File: src/rtl/split_target_pkg.sv
// Shared types for the split-transaction target.
//   state_t       : controller state (IDLE, WAIT_WRITE_DATA, SENDING)
//   queue_entry_t : one deferred read, {addr, counter}
package split_target_pkg;

  localparam int ADDR_W = 16;
  localparam int CNT_W  = 8;

  typedef enum logic [1:0] {
    IDLE            = 2'd0,
    WAIT_WRITE_DATA = 2'd1,
    SENDING         = 2'd2
  } state_t;

  typedef struct packed {
    logic [ADDR_W-1:0] addr;
    logic [CNT_W-1:0]  counter;
  } queue_entry_t;

endpackage

File: src/rtl/split_target_mo_if.sv
// Bus between a requester/arbiter and the split target.
//   master : drives the request (address, write data, rw) and split_grant
//   slave  : the target; drives split_req, read data, acks and target_ready
interface split_target_mo_if #(
  parameter int DATA_W = 8
) ();
  logic              split_grant;
  logic [15:0]       target_addr_in;
  logic              target_addr_in_valid;
  logic [DATA_W-1:0] target_data_in;
  logic              target_data_in_valid;
  logic              target_rw;
  logic              split_req;
  logic [DATA_W-1:0] target_data_out;
  logic              target_data_out_valid;
  logic              target_ack;
  logic              target_split_ack;
  logic              target_ready;

  modport master (
    output split_grant, target_addr_in, target_addr_in_valid,
           target_data_in, target_data_in_valid, target_rw,
    input  split_req, target_data_out, target_data_out_valid,
           target_ack, target_split_ack, target_ready
  );

  modport slave (
    input  split_grant, target_addr_in, target_addr_in_valid,
           target_data_in, target_data_in_valid, target_rw,
    output split_req, target_data_out, target_data_out_valid,
           target_ack, target_split_ack, target_ready
  );
endinterface

File: src/rtl/split_read_queue.sv
// In-order queue of deferred reads. Every entry carries its own latency
// counter that counts down each cycle (saturating at 0); the head is ready
// for return once its counter has reached 0.
//   push/push_addr : enqueue a read with counter = CNT_INIT
//   pop            : drop the head entry
//   head_ready     : queue not empty and head counter is 0
//   head_addr      : address of the head entry
//   full / empty   : occupancy flags (DEPTH entries = full)
module split_read_queue
  import split_target_pkg::*;
#(
  parameter int DEPTH    = 2,
  parameter int CNT_INIT = 3
) (
  input  logic              clk,
  input  logic              rst_n,
  input  logic              push,
  input  logic [ADDR_W-1:0] push_addr,
  input  logic              pop,
  output logic              head_ready,
  output logic [ADDR_W-1:0] head_addr,
  output logic              full,
  output logic              empty
);

  // Storage is sized for the largest legal depth so the 3-bit pointers
  // index it exactly; only DEPTH slots are ever used.
  queue_entry_t r_q [8];
  logic [2:0]   r_head;
  logic [2:0]   r_tail;
  logic [3:0]   r_count;

  function automatic logic [2:0] nxt_ptr(input logic [2:0] p);
    return (p == 3'(DEPTH - 1)) ? 3'd0 : p + 3'd1;
  endfunction

  always_ff @(posedge clk or negedge rst_n) begin
    if (!rst_n) begin
      for (int i = 0; i < 8; i++) r_q[i] <= '0;
      r_head  <= '0;
      r_tail  <= '0;
      r_count <= '0;
    end else begin
      for (int i = 0; i < 8; i++) begin
        if (r_q[i].counter != '0) r_q[i].counter <= r_q[i].counter - 1'b1;
      end
      // A fresh entry overrides the decrement of its slot.
      if (push) begin
        r_q[r_tail] <= '{addr: push_addr, counter: CNT_W'(CNT_INIT)};
        r_tail      <= nxt_ptr(r_tail);
      end
      if (pop) r_head <= nxt_ptr(r_head);
      if (push && !pop)      r_count <= r_count + 4'd1;
      else if (pop && !push) r_count <= r_count - 4'd1;
    end
  end

  assign empty      = (r_count == 4'd0);
  assign full       = (r_count == 4'(DEPTH));
  assign head_addr  = r_q[r_head].addr;
  assign head_ready = !empty && (r_q[r_head].counter == '0);

endmodule

File: src/rtl/split_target_mo.sv
// Split-transaction memory target. Writes complete directly (or after a
// late data phase); reads are deferred through an in-order queue, then
// returned once the arbiter grants the split response.
//   clk, rst_n : clock (rising edge), async active-low reset
//   bus        : slave side of split_target_mo_if
//
// state           | meaning
// IDLE            | accepting requests, may take a split grant
// WAIT_WRITE_DATA | write address latched, waiting for write data
// SENDING         | head read popped, data returned on next edge
module split_target_mo
  import split_target_pkg::*;
#(
  parameter int DATA_W             = 8,
  parameter int INTERNAL_ADDR_BITS = 4,
  parameter int READ_LATENCY       = 4,
  parameter int MAX_OUTSTANDING    = 2
) (
  input logic              clk,
  input logic              rst_n,
  split_target_mo_if.slave bus
);

  localparam int IDX_W    = INTERNAL_ADDR_BITS;
  localparam int MEM_D    = 2 ** INTERNAL_ADDR_BITS;
  localparam int CNT_INIT = (READ_LATENCY > 0) ? READ_LATENCY - 1 : 0;

  state_t            r_state, w_state_nxt;
  logic              r_split_req, w_split_req_nxt;
  logic              r_ack, w_ack_nxt;
  logic              r_split_ack, w_split_ack_nxt;
  logic              r_valid, w_valid_nxt;
  logic [DATA_W-1:0] r_dout, w_dout_nxt;
  logic [IDX_W-1:0]  r_waddr, w_waddr_nxt;
  logic [IDX_W-1:0]  r_send_addr, w_send_addr_nxt;
  logic [DATA_W-1:0] r_mem [MEM_D];

  logic              w_mem_we;
  logic [IDX_W-1:0]  w_mem_waddr;
  logic [DATA_W-1:0] w_mem_wdata;
  logic [IDX_W-1:0]  w_req_idx;
  logic              w_push, w_pop;
  logic              w_head_ready, w_full, w_empty;
  logic [ADDR_W-1:0] w_head_addr;
  logic              w_ready, w_accept;

  split_read_queue #(
    .DEPTH    (MAX_OUTSTANDING),
    .CNT_INIT (CNT_INIT)
  ) u_queue (
    .clk        (clk),
    .rst_n      (rst_n),
    .push       (w_push),
    .push_addr  (bus.target_addr_in),
    .pop        (w_pop),
    .head_ready (w_head_ready),
    .head_addr  (w_head_addr),
    .full       (w_full),
    .empty      (w_empty)
  );

  // Only the low address bits select a memory word.
  assign w_req_idx = IDX_W'(bus.target_addr_in);
  // A grant cycle is reserved for popping, so no request competes with it.
  assign w_ready   = !w_full && (r_state == IDLE) && !bus.split_grant;
  assign w_accept  = bus.target_addr_in_valid && w_ready;

  always_comb begin
    w_state_nxt     = r_state;
    w_split_req_nxt = r_split_req;
    w_ack_nxt       = 1'b0;
    w_split_ack_nxt = 1'b0;
    w_valid_nxt     = 1'b0;
    w_dout_nxt      = r_dout;
    w_waddr_nxt     = r_waddr;
    w_send_addr_nxt = r_send_addr;
    w_mem_we        = 1'b0;
    w_mem_waddr     = w_req_idx;
    w_mem_wdata     = bus.target_data_in;
    w_push          = 1'b0;
    w_pop           = 1'b0;

    case (r_state)
      IDLE: begin
        if (r_split_req && bus.split_grant) begin
          w_split_req_nxt = 1'b0;
          w_pop           = 1'b1;
          w_send_addr_nxt = IDX_W'(w_head_addr);
          w_state_nxt     = SENDING;
        end else if (w_accept) begin
          if (bus.target_rw) begin
            if (bus.target_data_in_valid) begin
              w_mem_we  = 1'b1;
              w_ack_nxt = 1'b1;
            end else begin
              w_waddr_nxt = w_req_idx;
              w_state_nxt = WAIT_WRITE_DATA;
            end
          end else if (READ_LATENCY == 0) begin
            w_dout_nxt  = r_mem[w_req_idx];
            w_valid_nxt = 1'b1;
            w_ack_nxt   = 1'b1;
          end else begin
            w_push          = 1'b1;
            w_split_ack_nxt = 1'b1;
          end
        end
      end
      WAIT_WRITE_DATA: begin
        if (bus.target_data_in_valid) begin
          w_mem_we    = 1'b1;
          w_mem_waddr = r_waddr;
          w_ack_nxt   = 1'b1;
          w_state_nxt = IDLE;
        end
      end
      SENDING: begin
        // Memory is sampled now, so writes that landed after the read was
        // queued are reflected in the returned data.
        w_dout_nxt  = r_mem[r_send_addr];
        w_valid_nxt = 1'b1;
        w_ack_nxt   = 1'b1;
        w_state_nxt = IDLE;
      end
      default: w_state_nxt = IDLE;
    endcase

    if (!r_split_req && w_head_ready && !w_empty) w_split_req_nxt = 1'b1;
  end

  always_ff @(posedge clk or negedge rst_n) begin
    if (!rst_n) begin
      r_state     <= IDLE;
      r_split_req <= 1'b0;
      r_ack       <= 1'b0;
      r_split_ack <= 1'b0;
      r_valid     <= 1'b0;
      r_dout      <= '0;
      r_waddr     <= '0;
      r_send_addr <= '0;
    end else begin
      r_state     <= w_state_nxt;
      r_split_req <= w_split_req_nxt;
      r_ack       <= w_ack_nxt;
      r_split_ack <= w_split_ack_nxt;
      r_valid     <= w_valid_nxt;
      r_dout      <= w_dout_nxt;
      r_waddr     <= w_waddr_nxt;
      r_send_addr <= w_send_addr_nxt;
    end
  end

  // Memory contents survive reset.
  always_ff @(posedge clk) begin
    if (w_mem_we) r_mem[w_mem_waddr] <= w_mem_wdata;
  end

  assign bus.split_req             = r_split_req;
  assign bus.target_data_out       = r_dout;
  assign bus.target_data_out_valid = r_valid;
  assign bus.target_ack            = r_ack;
  assign bus.target_split_ack      = r_split_ack;
  assign bus.target_ready          = w_ready;

endmodule

File: src/flat_wrapper.sv
// flat-port wrapper written by rule: the top's interface ports become plain ports
module split_target_mo_flat import split_target_pkg::*;
#(
  parameter int DATA_W             = 8,
  parameter int INTERNAL_ADDR_BITS = 4,
  parameter int READ_LATENCY       = 4,
  parameter int MAX_OUTSTANDING    = 2
)
  (clk, rst_n, bus_split_grant, bus_target_addr_in, bus_target_addr_in_valid, bus_target_data_in, bus_target_data_in_valid, bus_target_rw, bus_split_req, bus_target_data_out, bus_target_data_out_valid, bus_target_ack, bus_target_split_ack, bus_target_ready);
  split_target_mo_if #(.DATA_W(DATA_W)) bus_i ();
  input logic clk;
  input logic rst_n;
  input wire logic [$bits(bus_i.split_grant)-1:0] bus_split_grant;
  input wire logic [$bits(bus_i.target_addr_in)-1:0] bus_target_addr_in;
  input wire logic [$bits(bus_i.target_addr_in_valid)-1:0] bus_target_addr_in_valid;
  input wire logic [$bits(bus_i.target_data_in)-1:0] bus_target_data_in;
  input wire logic [$bits(bus_i.target_data_in_valid)-1:0] bus_target_data_in_valid;
  input wire logic [$bits(bus_i.target_rw)-1:0] bus_target_rw;
  output wire logic [$bits(bus_i.split_req)-1:0] bus_split_req;
  output wire logic [$bits(bus_i.target_data_out)-1:0] bus_target_data_out;
  output wire logic [$bits(bus_i.target_data_out_valid)-1:0] bus_target_data_out_valid;
  output wire logic [$bits(bus_i.target_ack)-1:0] bus_target_ack;
  output wire logic [$bits(bus_i.target_split_ack)-1:0] bus_target_split_ack;
  output wire logic [$bits(bus_i.target_ready)-1:0] bus_target_ready;
  assign bus_i.split_grant = bus_split_grant;
  assign bus_i.target_addr_in = bus_target_addr_in;
  assign bus_i.target_addr_in_valid = bus_target_addr_in_valid;
  assign bus_i.target_data_in = bus_target_data_in;
  assign bus_i.target_data_in_valid = bus_target_data_in_valid;
  assign bus_i.target_rw = bus_target_rw;
  assign bus_split_req = bus_i.split_req;
  assign bus_target_data_out = bus_i.target_data_out;
  assign bus_target_data_out_valid = bus_i.target_data_out_valid;
  assign bus_target_ack = bus_i.target_ack;
  assign bus_target_split_ack = bus_i.target_split_ack;
  assign bus_target_ready = bus_i.target_ready;
  split_target_mo #(.DATA_W(DATA_W), .INTERNAL_ADDR_BITS(INTERNAL_ADDR_BITS), .READ_LATENCY(READ_LATENCY), .MAX_OUTSTANDING(MAX_OUTSTANDING)) u_core (.clk(clk), .rst_n(rst_n), .bus(bus_i));
endmodule
File: config.mk
export PLATFORM = sky130hd
export DESIGN_NAME = split_target_mo_flat
export DESIGN_NICKNAME = d
export VERILOG_FILES = /design/src/rtl/split_target_pkg.sv /design/src/rtl/split_target_mo_if.sv /design/src/rtl/split_read_queue.sv /design/src/rtl/split_target_mo.sv /design/src/flat_wrapper.sv
export SDC_FILE = /design/constraint.sdc
export NUM_CORES = 1
export LEC_CHECK = 0
export ABC_AREA = 0
export ABC_CLOCK_PERIOD_IN_PS = 2450
export BUFFER_PORTS_ARGS = -buffer_cell sky130_fd_sc_hd__buf_2
export CAP_MARGIN = 0
export CORE_UTILIZATION = 30
export DETAILED_ROUTE_END_ITERATION = 12
export REMOVE_ABC_BUFFERS = 1
export SKIP_CTS_REPAIR_TIMING = 1
export SLEW_MARGIN = 20
export SYNTH_ARGS = -nofsm -noshare
export SYNTH_HDL_FRONTEND = slang
export SYNTH_HIERARCHICAL = 1
export SYNTH_SLANG_ARGS = --single-unit
File: constraint.sdc
create_clock -name clk -period 2.45 [get_ports clk]
set_input_delay 0.1225 -clock clk [delete_from_list [all_inputs] [get_ports clk]]
set_output_delay 0.1225 -clock clk [all_outputs]
set_load 0.03 [all_outputs]
==> impl_metrics.py <==
metrics = {
    "critical_path": {
        "cp_max_fo": 7,
        "cpMaxStageDelayCell": "sky130_fd_sc_hd__dfrtp_2",
        "timing_worst_setup_path_type": "reg2reg",
        "cell_breakdown_of_the_critical_path": "nor4_4 > nand2_1 > nor2_2 > ha_1 > inv_2 > ha_1 > a21o_1 > a21oi_1 > mux2i_1 > xnor2_1",
        "critical_path.top_delay_family": "simple AND/OR/NAND/NOR gates",
        "critPathCaptureType": "register",
        "cp_launch_type": "register",
        "worst_ep_required_time_ns": 2.91,
        "path_common_cell": "sky130_fd_sc_hd__ha_1",
        "crit_path_max_incr_delay_ns": 0.46,
        "critPathArrivalTime_ns": 2.74,
        "critPathBufInv": 1,
    },
    "finish": {
        "share_of_layout_cells_above_drive_strength_1_pct": 17.85,
        "inserted_diodes": 0,
        "final_nets": 1008,
        "nFillCells": 3579,
        "final_cells": 1479,
        "flow.area_growth_from_synthesis_pct": 16.96,
        "layout.cells.most_common": "sky130_fd_sc_hd__edfxtp_1",
        "multi_input_comb_area_sq_mm": 0.003999,
        "final-seq-area_sq_mm": 0.007052,
        "most-common-layout-cells": "sky130_fd_sc_hd__edfxtp_1, sky130_fd_sc_hd__dfrtp_1, sky130_fd_sc_hd__nand2_1",
    },
    "drt": {
        "drt-initial-drc-count": 429,
        "detail-route-antenna-nets": 0,
        "detail_route.drc_violations": 0,
        "drt-total-wl_mm": 23.47,
        "routed_wire_length_per_instance_microns": 15.87,
        "vias": 6864,
        "drtPass1Iterations": 4,
        "detail_route.vias_per_cell": 4.641,
    },
    "clocking": {
        "clkSlewWorstSetupHoldPaths_ns": 0.06,
        "htree_levels": 1,
        "cts_max_path_buffers": 3,
        "clk_latency_ns": 0.54,
        "ctsRootBufferMaster": "sky130_fd_sc_hd__clkbuf_16",
        "clock_sink_count": 256,
        "cts_inserted_buffers": 27,
        "cts_tree": "yes",
    },
    "timing": {
        "finalMaxSlewViolations": 0,
        "worst_slew_pin_slew_ns": 0.7400,
        "fmaxAchievable_ghz": 0.4390,
        "timing_hold_violations_final": 1,
        "timing.hold.ws_ns": -0.01788,
        "setup_viol": 0,
        "min_period_ns": 2.278,
        "grt_setup_unrepaired": "no",
        "slew_headroom_pct": 50.48,
        "final.period_utilization_pct": 92.97,
        "fin_worst_skew_ns": 0.009983,
    },
    "place": {
        "placed_cells": 1421,
        "gp_congestion": 0.7582,
        "post_dp_hpwl_mm": 15.90,
        "io_buffers": 30,
    },
    "floorplanning": {
        "dieWidth_microns": 196.4,
        "floorplan.io_pins": 43,
        "fp.dieH_microns": 196.4,
        "core_region_area_sq_mm": 0.03687,
        "core.rowCount": 70,
        "initial_utilization_pct": 30.75,
        "full_die_area_sq_mm": 0.03858,
    },
    "global_route": {
        "via_count_of_the_first_global_routing_pass": 6812,
        "antenna_found_initial": 0,
        "pin_count_of_the_biggest_net_entering_global_routing": 47,
        "grt_first_pass_wirelength_mm": 37.44,
        "globalRouteOverflowTotal": 0,
        "total_global_route_track_usage_pct": 12.31,
    },
    "outcome": {
        "failed_checks": "hold timing",
        "run_status": "finished with violations",
    },
    "synth": {
        "synth_area_sq_mm": 0.01134,
        "synth.avg_cell_area_sq_um": 12.77,
        "synthesis.yosys.warnings": 6,
        "synthesis.instances": 888,
    },
    "pwr": {
        "power_w": 0.01212,
        "worst_ir_drop_vdd_mv": 0.5250,
        "cellLeakagePower_nw": 5.392,
        "power.density_cell_area_mw_per_mm2": 913.9,
    },
    "hold_path": {
        "min_delay_path_class": "in2reg",
    },
    "run": {
        "maxCapViolCount": 0,
    },
}
==> layout make-up <==
type	count	area share [%]
Inverter	26	0.7359
Tap cell	504	4.755
Multi-Input combinational cell	560	30.15
Clock buffer	38	5.557
Timing Repair Buffer	87	4.821
Clock inverter	8	0.8020
Sequential cell	256	53.17
==> state kept, by name (all words and copies together), names as in the netlist <==
| name | flops |
|---|---|
| u_core/bus.target_data_out_valid | 1 |
| u_core/u_queue/r_head | 3 |
| u_core/u_queue/r_tail | 3 |
| u_core/r_state | 2 |
| u_core/r_waddr | 4 |
| u_core/bus.split_req | 1 |
| u_core/bus.target_split_ack | 1 |
| u_core/u_queue/r_q | 96 |
| u_core/u_queue/r_count | 4 |
| u_core/r_mem | 128 |
| u_core/r_send_addr | 4 |
| u_core/bus.target_ack | 1 |
| u_core/bus.target_data_out | 8 |
==> power by group <==
part	internal (W)	switching, W
Clock	0.00230	0.00161
Combinational	0.00125	0.00162
Sequential	0.00494	0.000387
==> through the flow <==
step	setup WS, ns	utilization (%)	TNS [ns]	area (sq um)
finish	0.1723	35.97	0	13260
global route	0.03129	35.97	0	13260
CTS	-0.1306	35.59	-0.1306	13120
detailed placement	-0.1112	33.30	-0.1112	12280
global placement	-0.02429	33.30	-0.02429	12280
floorplan	-0.5105	-	-12.09	11130
==> worst reg2reg max path: stages, from the launching register on <==
cell                      delay, ns
sky130_fd_sc_hd__dfrtp_2       0.46
sky130_fd_sc_hd__nor4_4        0.29
sky130_fd_sc_hd__nand2_1       0.10
sky130_fd_sc_hd__nor2_2        0.12
sky130_fd_sc_hd__ha_1          0.19
sky130_fd_sc_hd__inv_2         0.06
sky130_fd_sc_hd__ha_1          0.27
sky130_fd_sc_hd__a21o_1        0.15
sky130_fd_sc_hd__a21oi_1       0.17
sky130_fd_sc_hd__mux2i_1       0.25
sky130_fd_sc_hd__xnor2_1       0.14
==> worst paths after layout <==
| kind | cells past startpoint | slack (ns) | from | endpoint |
|---|---|---|---|---|
| worst max-delay path | 10 | 0.17 | u_core/r_state[1] | u_core/u_queue/r_count[3] |
| worst min-delay path | 3 | -0.02 | bus_target_addr_in_valid | u_core/r_state[0] |
| worst max register to register | 10 | 0.17 | u_core/r_state[1] | u_core/u_queue/r_count[3] |
| worst min register to register | 2 | 0.48 | u_core/u_queue/r_q[152] | u_core/u_queue/r_q[152] |
| max in group asynchronous | 3 | 1.68 | rst_n | u_core/u_queue/r_q[59] |
| min in group asynchronous | 2 | 0.08 | rst_n | u_core/u_queue/r_q[150] |
==> per-layer routing <==
metal | track usage [%] | wire, microns
met1 | 16.83 | 10610
met2 | 20.75 | 11540
met3 | 1.831 | 935
met4 | 2.402 | 391
met5 | 0 | 0
No activity file was read; power rests on OpenSTA's default activity.
